## config.mk

```make
export PLATFORM = sky130hd
export DESIGN_NAME = ahb_arbiter_flat
export DESIGN_NICKNAME = d
export VERILOG_FILES = /design/src/rtl/ahb_arbiter_if.sv /design/src/rtl/ahb_arbiter.sv /design/src/flat_wrapper.sv
export SDC_FILE = /design/constraint.sdc
export NUM_CORES = 1
export LEC_CHECK = 0
export BUFFER_PORTS_ARGS = -buffer_cell sky130_fd_sc_hd__buf_2
export CAP_MARGIN = 20
export CORE_UTILIZATION = 50
export DETAILED_ROUTE_END_ITERATION = 7
export HOLD_SLACK_MARGIN = 0.08
export PLACE_DENSITY = 0.85
export SLEW_MARGIN = 20
export SYNTH_ARGS = -nofsm -noshare
export SYNTH_HDL_FRONTEND = slang
export SYNTH_SLANG_ARGS = --single-unit
```

## constraint.sdc

```tcl
create_clock -name Hclk -period 3.05 [get_ports Hclk]
set_clock_uncertainty 0.1 [all_clocks]
set_input_delay 0.305 -clock Hclk [delete_from_list [all_inputs] [get_ports Hclk]]
set_output_delay 0.305 -clock Hclk [all_outputs]
set_load 0.1 [all_outputs]
```

## src/rtl/ahb_arbiter_if.sv

```systemverilog
// Bus-side signal bundle for the AHB arbiter: requests and owner transfer status in, grants out.
// The arbiter connects through the slave modport; requesters and testbenches use the master modport.
interface ahb_arbiter_if #(
  parameter int NUM_MASTERS = 4
);
  logic [NUM_MASTERS-1:0] hbusreq;
  logic [NUM_MASTERS-1:0] hlock;
  logic [1:0]             htrans;
  logic [2:0]             hburst;
  logic                   hready;
  logic                   hresp;
  logic [NUM_MASTERS-1:0] hgrant;
  logic [1:0]             hmaster;
  logic                   hmastlock;

  modport master (
    output hbusreq, hlock, htrans, hburst, hready, hresp,
    input  hgrant, hmaster, hmastlock
  );

  modport slave (
    input  hbusreq, hlock, htrans, hburst, hready, hresp,
    output hgrant, hmaster, hmastlock
  );
endinterface

```

## src/rtl/ahb_arbiter.sv

```systemverilog
// Round-robin AHB arbiter that never switches owner mid-burst.
// Optional locked-transfer support is enabled by defining AHB_ARB_LOCK_EN.
module ahb_arbiter #(
  parameter int NUM_MASTERS    = 4,
  parameter int DEFAULT_MASTER = 0
) (
  input logic          Hclk,
  input logic          Hreset,
  ahb_arbiter_if.slave bus
);

  localparam logic [1:0] TRANS_IDLE   = 2'b00;
  localparam logic [1:0] TRANS_NONSEQ = 2'b10;
  localparam logic [1:0] TRANS_SEQ    = 2'b11;
  localparam logic [2:0] BURST_INCR   = 3'b001;
  localparam logic [1:0] DEFAULT_IDX  = 2'(DEFAULT_MASTER);
  localparam logic [NUM_MASTERS-1:0] GRANT_ONE = {{(NUM_MASTERS-1){1'b0}}, 1'b1};

  logic [3:0]             beatsLeft_q, beatsLeft_d;
  logic                   incrOpen_q, incrOpen_d;
  logic                   lockHold_q, lockHold_d;
  logic [NUM_MASTERS-1:0] hgrant_q, hgrant_d;
  logic [1:0]             hmaster_q, hmaster_d;
  logic [1:0]             winner;
  logic [1:0]             scanIdx;
  logic                   arbOk;

  // Remaining beats after the accepted beat, i.e. burst length minus one.
  function automatic logic [3:0] burstRemaining(input logic [2:0] burst);
    case (burst)
      3'b010, 3'b011: burstRemaining = 4'd3;
      3'b100, 3'b101: burstRemaining = 4'd7;
      3'b110, 3'b111: burstRemaining = 4'd15;
      default:        burstRemaining = 4'd0;
    endcase
  endfunction

  always_comb begin
    beatsLeft_d = beatsLeft_q;
    incrOpen_d  = incrOpen_q;
    lockHold_d  = lockHold_q;
    if (bus.hready) begin
      if (bus.hresp || bus.htrans == TRANS_IDLE) begin
        beatsLeft_d = 4'd0;
        incrOpen_d  = 1'b0;
        lockHold_d  = 1'b0;
      end else if (bus.htrans == TRANS_NONSEQ) begin
        beatsLeft_d = burstRemaining(bus.hburst);
        incrOpen_d  = (bus.hburst == BURST_INCR);
`ifdef AHB_ARB_LOCK_EN
        lockHold_d  = bus.hlock[hmaster_q];
`endif
      end else if (bus.htrans == TRANS_SEQ && beatsLeft_q != 4'd0) begin
        beatsLeft_d = beatsLeft_q - 4'd1;
      end
    end
    // An undefined-length burst ends as soon as its owner stops requesting.
    if (!bus.hbusreq[hmaster_q]) begin
      incrOpen_d = 1'b0;
    end
`ifndef AHB_ARB_LOCK_EN
    lockHold_d = 1'b0;
`endif
  end

  // Scanning from the farthest offset down leaves the nearest requester after the owner as winner.
  always_comb begin
    winner  = DEFAULT_IDX;
    scanIdx = 2'd0;
    for (int i = NUM_MASTERS; i >= 1; i--) begin
      scanIdx = 2'((int'(hmaster_q) + i) % NUM_MASTERS);
      if (bus.hbusreq[scanIdx]) begin
        winner = scanIdx;
      end
    end
  end

  always_comb begin
    arbOk     = bus.hready && (beatsLeft_d == 4'd0) && !incrOpen_d && !lockHold_d;
    hmaster_d = hmaster_q;
    hgrant_d  = hgrant_q;
    if (arbOk) begin
      hmaster_d = winner;
      hgrant_d  = GRANT_ONE << winner;
    end
  end

  always_ff @(posedge Hclk) begin
    if (Hreset) begin
      beatsLeft_q <= 4'd0;
      incrOpen_q  <= 1'b0;
      lockHold_q  <= 1'b0;
      hmaster_q   <= DEFAULT_IDX;
      hgrant_q    <= GRANT_ONE << DEFAULT_IDX;
    end else begin
      beatsLeft_q <= beatsLeft_d;
      incrOpen_q  <= incrOpen_d;
      lockHold_q  <= lockHold_d;
      hmaster_q   <= hmaster_d;
      hgrant_q    <= hgrant_d;
    end
  end

`ifndef AHB_ARB_LOCK_EN
  logic unusedLock;
  assign unusedLock = ^bus.hlock;
`endif

  assign bus.hgrant    = hgrant_q;
  assign bus.hmaster   = hmaster_q;
  assign bus.hmastlock = lockHold_q;

endmodule
```

## src/flat_wrapper.sv

```systemverilog
// flat-port wrapper written by rule: the top's interface ports become plain ports
module ahb_arbiter_flat 
#(
  parameter int NUM_MASTERS    = 4,
  parameter int DEFAULT_MASTER = 0
)
  (Hclk, Hreset, bus_hbusreq, bus_hlock, bus_htrans, bus_hburst, bus_hready, bus_hresp, bus_hgrant, bus_hmaster, bus_hmastlock);
  ahb_arbiter_if #(.NUM_MASTERS(NUM_MASTERS)) bus_i ();
  input logic Hclk;
  input logic Hreset;
  input wire logic [$bits(bus_i.hbusreq)-1:0] bus_hbusreq;
  input wire logic [$bits(bus_i.hlock)-1:0] bus_hlock;
  input wire logic [$bits(bus_i.htrans)-1:0] bus_htrans;
  input wire logic [$bits(bus_i.hburst)-1:0] bus_hburst;
  input wire logic [$bits(bus_i.hready)-1:0] bus_hready;
  input wire logic [$bits(bus_i.hresp)-1:0] bus_hresp;
  output wire logic [$bits(bus_i.hgrant)-1:0] bus_hgrant;
  output wire logic [$bits(bus_i.hmaster)-1:0] bus_hmaster;
  output wire logic [$bits(bus_i.hmastlock)-1:0] bus_hmastlock;
  assign bus_i.hbusreq = bus_hbusreq;
  assign bus_i.hlock = bus_hlock;
  assign bus_i.htrans = bus_htrans;
  assign bus_i.hburst = bus_hburst;
  assign bus_i.hready = bus_hready;
  assign bus_i.hresp = bus_hresp;
  assign bus_hgrant = bus_i.hgrant;
  assign bus_hmaster = bus_i.hmaster;
  assign bus_hmastlock = bus_i.hmastlock;
  ahb_arbiter #(.NUM_MASTERS(NUM_MASTERS), .DEFAULT_MASTER(DEFAULT_MASTER)) u_core (.Hclk(Hclk), .Hreset(Hreset), .bus(bus_i));
endmodule
```

# Word level (Yosys, flattened, before mapping)
# Index checks and enable logic that the tools add are counted.
# op_classes
muxes,23
n_reduce_logical,11
bitwise_logic,0
n_shift,1
eq_ne,9
n_div,0
addsub,5
magnitude_cmp,5
multipliers,0
# op_table
op,count
2-to-1 mux 4 bit,4
less-than comparator 2 x 3 -> 1 bit (second input constant),5
== test 3 bit (second input constant),4
one-hot mux 4 bit (3 select lines),1
binary-select mux 1 bit (select 2 bit),5
2-to-1 mux 1 bit,9
2-to-1 mux 2 bit,4
== test 3 x 2 -> 1 bit (second input constant),2
OR reduction 2 bit,3
adder 2 x 1 -> 2 bit (second input constant),2
adder 2 bit (second input constant),2
== test 2 bit (second input constant),2
zero test 4 bit,1
nonzero test 4 bit,1
<< shifter 1 x 2 -> 4 bit (first input constant),1
subtractor 4 x 1 -> 4 bit (second input constant),1
== test 3 x 1 -> 1 bit (second input constant),1
logical AND 1 bit,3
zero test 2 bit,1
zero test 1 bit,1
logical OR 1 bit,1
# totals
register_bits,11
in_bits,17
mem_count,0
wordCells,58
ramBits,0
latchBits,0
rom_bits,0

# Longest topological paths before layout
# logic_depth
depth_word,9
mapped_depth,9
ltp_nobuf,8

# Worst setup path before layout
# OpenSTA, ideal clock, no wires.
# synth_path
path_kind,reg-to-reg
startpoint,"reg u_core.hmaster_q[0], in the netlist u_core.bus.hmaster[0]"
endpoint,"reg u_core.hgrant_q[1], in the netlist u_core.bus.hgrant[1]"
stages_incl_launch_ff,7
arrival_ns,2.622
required_time_ns,2.829
path_slack_ns,0.206
synth_period_minus_slack_ns,2.844
setup_time_ns,0.121
cell_sequence,dfxtp_1 mux4_2 o211ai_1 nor4b_2 and3_1 buf_6 mux2_4
# synth_via
elab_chain_len,8
word_cells_on_any_way,22
cone_classes,add/sub: 4; shift: 1; mux: 15; reduce/logical: 2
# synth_lines
item,line_no,text
from (decl),ahb_arbiter.sv:23,"logic [1:0] hmaster_q, hmaster_d;"
from (signal assigned),ahb_arbiter.sv:99,hmaster_q <= hmaster_d;
adder 2 x 1 -> 2 bit,ahb_arbiter.sv:71,scanIdx = 2'((int'(hmaster_q) + i) % NUM_MASTERS);
binary-select mux 1 bit (select 2 bit),ahb_arbiter.sv:72,if (bus.hbusreq[scanIdx]) begin
2-to-1 mux 1 bit (implied by the code),ahb_arbiter.sv:72,
2-to-1 mux 2 bit (4 in series),ahb_arbiter.sv:72,
<< shifter 1 x 2 -> 4 bit,ahb_arbiter.sv:84,hgrant_d = GRANT_ONE << winner;
to (signal assigned),ahb_arbiter.sv:94,hgrant_q <= GRANT_ONE << DEFAULT_IDX;
to (signal assigned),ahb_arbiter.sv:100,hgrant_q <= hgrant_d;
to (decl),ahb_arbiter.sv:22,"logic [NUM_MASTERS-1:0] hgrant_q, hgrant_d;"
# Several ways; a longest one is shown, not always the timed one. The select of a mux whose other input is x is not followed.
# A chain may end at the register's enable or synchronous reset.

# Worst setup path in the final report
# layout_path
startpoint,reg u_core.beatsLeft_q[0]
endpoint,"reg u_core.hgrant_q[1], in the netlist u_core.bus.hgrant[1]"
# layout_via
elab_chain_len,9
word_cells_on_any_way,10
cone_classes,add/sub: 1; mux: 4; reduce/logical: 5
# layout_lines
item,line_no,text
from (decl),ahb_arbiter.sv:19,"logic [3:0] beatsLeft_q, beatsLeft_d;"
from (signal assigned),ahb_arbiter.sv:96,beatsLeft_q <= beatsLeft_d;
"parallel branches: the longest is 5 deep, another holds subtractor 4 x 1 -> 4 bit",-,
2-to-1 mux 4 bit (*),ahb_arbiter.sv:42,if (bus.hready) begin
zero test 4 bit (*),ahb_arbiter.sv:79,arbOk = bus.hready && (beatsLeft_d == 4'd0) && !incrOpen_d && !lockHold_d;
logical AND 1 bit (*) (2 in series),ahb_arbiter.sv:79,
# Every way passes the cells marked *.

==> impl_metrics.toml <==
[outcome]
outcome = "finished, final reports clean"

[global_routing]
grt_max_degree = 15
antenna_found_initial = 0
grt_pass1_wl_um = 2770
grt_usage = 0.200
grt_pass1_vias = 694
grt-ovfl-total = 0

[clock_tree]
clock_tree.buffer_depth = 2
clockRootBuffer = "clkbuf_4"
postCtsSetupBuffers = 0
cts_hold_buf = 0
clkLatencyLatePin_ps = 270
cts_tree = "done"
cts_buffers = 3
clk_pin_slew_ps = 70
cts.sinks = 11
htree_levels = 1
cts_resized = 0

[worst_hold_path]
hp-class = "in2reg"

[power]
max-vdd-ir-drop_mv = 0.352
power_frac_clock = 0.241
p_comb_frac = 0.374
sequentialPowerShare = 0.385
p_sw_mw = 0.170
p_int_mw = 0.250
power.total_mw = 0.420
p_leak_nw = 0.397
netSwitchingFraction = 0.404
power.density_nw_per_um2 = 460

[final_layout]
multiInputGateArea_um2 = 531
n_antenna_cell = 0
nets = 131
drive_above_1_share = 0.268
final_cell_area_um2 = 913
final_util = 0.599
fillers = 148
area_growth_pct = 11.1
regArea_um2 = 220

[yosys]
synth_most_common_cell = "dfxtp_1"
ys_seq_area_frac = 0.268
yosys_most_used_dff = "dfxtp_1"
synthCells = 95
yosys_register_bits = 11
syn-cell-area_um2 = 822
synth_largest_area_cell = "dfxtp_1"
synth_cell_type_count = 36
ys_warn_count = 0
synth-edff-count = 0
syn_area_per_cell_um2 = 8.65
synthTopCellsByCount = "11 x dfxtp_1, 7 x a21oi_1, 7 x inv_1, 7 x nand2b_1"
synth_nets = 113
synth_top_area_frac = 0.268
synthTopCellsByArea = "dfxtp_1 27%, nand2b_1 5.3%, nor2b_1 4.6%"
synthArstFlopShare = 0

[flow_run]
drv_cap = 0

[timing]
hold_violations = 0
slew_headroom = 0.565
fin_tns_setup_ps = 0
fin_crit_sh = 0.823
slew_viol_final = 0
rsz0062_at_grt = "no"
setup_viol = 0
fin_crit_ps = 2510
max_clock_freq_ghz = 0.398
worst_pin_slew_ps = 648

[floorplan]
start_util = 0.539
rows = 14
core_area_um2 = 1520
fp.dieH_um = 42.5
fp.dieArea_um2 = 1810
die_w_um = 42.5
boundaryPins = 24

[drt]
wl_per_cell_um = 13.1
drt-total-wl_um = 1680
vias = 763
ant_nets = 0
first_pass_iters = 4
drcViolationCount = 0
drtIter0Drc = 20
vias_per_cell = 5.96

[critical_path]
worst-setup-path-type = "reg2reg"
cp.arrival_ps = 2580
cp.required_ps = 3120
start_kind = "flop"
cp-end-kind = "flop"
cp_max_fo = 5

[place]
gp_congestion = 0.750
post-dp-hpwl_um = 1250
dpl-instance-area_um2 = 887
port_buffers = 18
cell type report:
type                       instances  share of cell area
multi-input combinational         72               0.581
sequential                        11               0.241
timing repair buffer              18              0.0986
clock buffer                       4              0.0288
inverter                           7              0.0288
tap                               16              0.0219
path summary, 6_finish.rpt:
| kind | cells after the start | slack [ps] | to | start |
|---|---|---|---|---|
| max | 8 | 540 | u_core.bus.hgrant[1] | u_core.beatsLeft_q[0] |
| max reg2reg | 8 | 540 | u_core.bus.hgrant[1] | u_core.beatsLeft_q[0] |
| min reg2reg | 2 | 380 | u_core.bus.hgrant[2] | u_core.bus.hgrant[2] |
| min | 2 | 250 | u_core.beatsLeft_q[3] | Hreset |
routing by layer:
metal	global-route usage	wire, um	share of wire	vias to the layer above
met4	0.163	44	0.026	0
met5	0	0	0	-
met2	0.320	818	0.49	30
li1	-	-	-	380
met1	0.232	734	0.44	348
met3	0.0302	82	0.049	5
power groups by stage:
stage / logic [mW] / clock network (mW) / registers, mW
after CTS: 0.156 / 0.105 / 0.162
after detailed placement: 0.156 / 0 / 0.165
final: 0.157 / 0.101 / 0.162
after global placement: 0.152 / 0 / 0.164
after floorplan: 0.0776 / 0 / 0.219
after global routing: 0.168 / 0.114 / 0.163
cell families (layout without fill, tap and decap cells):
group                      after synthesis  count (layout)  synth area share
DFF                                     11              11             0.268
other                                    1               1           0.00456
adders and majority gates                1               1            0.0152
buffers and inverters                   12              29            0.0868
AOI/OAI and AO/OA                       28              28             0.250
muxes                                    5               5            0.0883
and+or+nand+nor                         37              37             0.288
registers in the layout, summed over array words and instances (netlist names):
name	cells
u_core.bus.hmaster	2
u_core.bus.hgrant	4
u_core.beatsLeft_q	4
u_core.incrOpen_q	1
critical path: stages (launching register included):
cell,delay (ps)
dfxtp_1,330
inv_1,100
ha_1,210
nor3b_2,290
o211ai_1,110
and3b_1,200
nor4b_2,360
and3_1,380
mux2_4,330
cells in the final DEF (no fill, tap or decap), drive strengths merged, types with 4 or more instances in the layout:
master / netlist / routed
a21oi: 7 / 7
clkbuf: 1 / 4
a211oi: 4 / 4
nor2: 6 / 6
nand2b: 7 / 7
buf: 4 / 18
nor2b: 6 / 6
inv: 7 / 7
dfxtp: 11 / 11
through the flow:
stage               hold slack, ps  setup WS (ps)  instances
floorplan                      379            206         95
global placement               358            619        124
detailed placement             375            551        124
CTS                            248            542        128
global route                   254            277        128
finish                         252            540        128
Power figures use the tool's default switching activity.
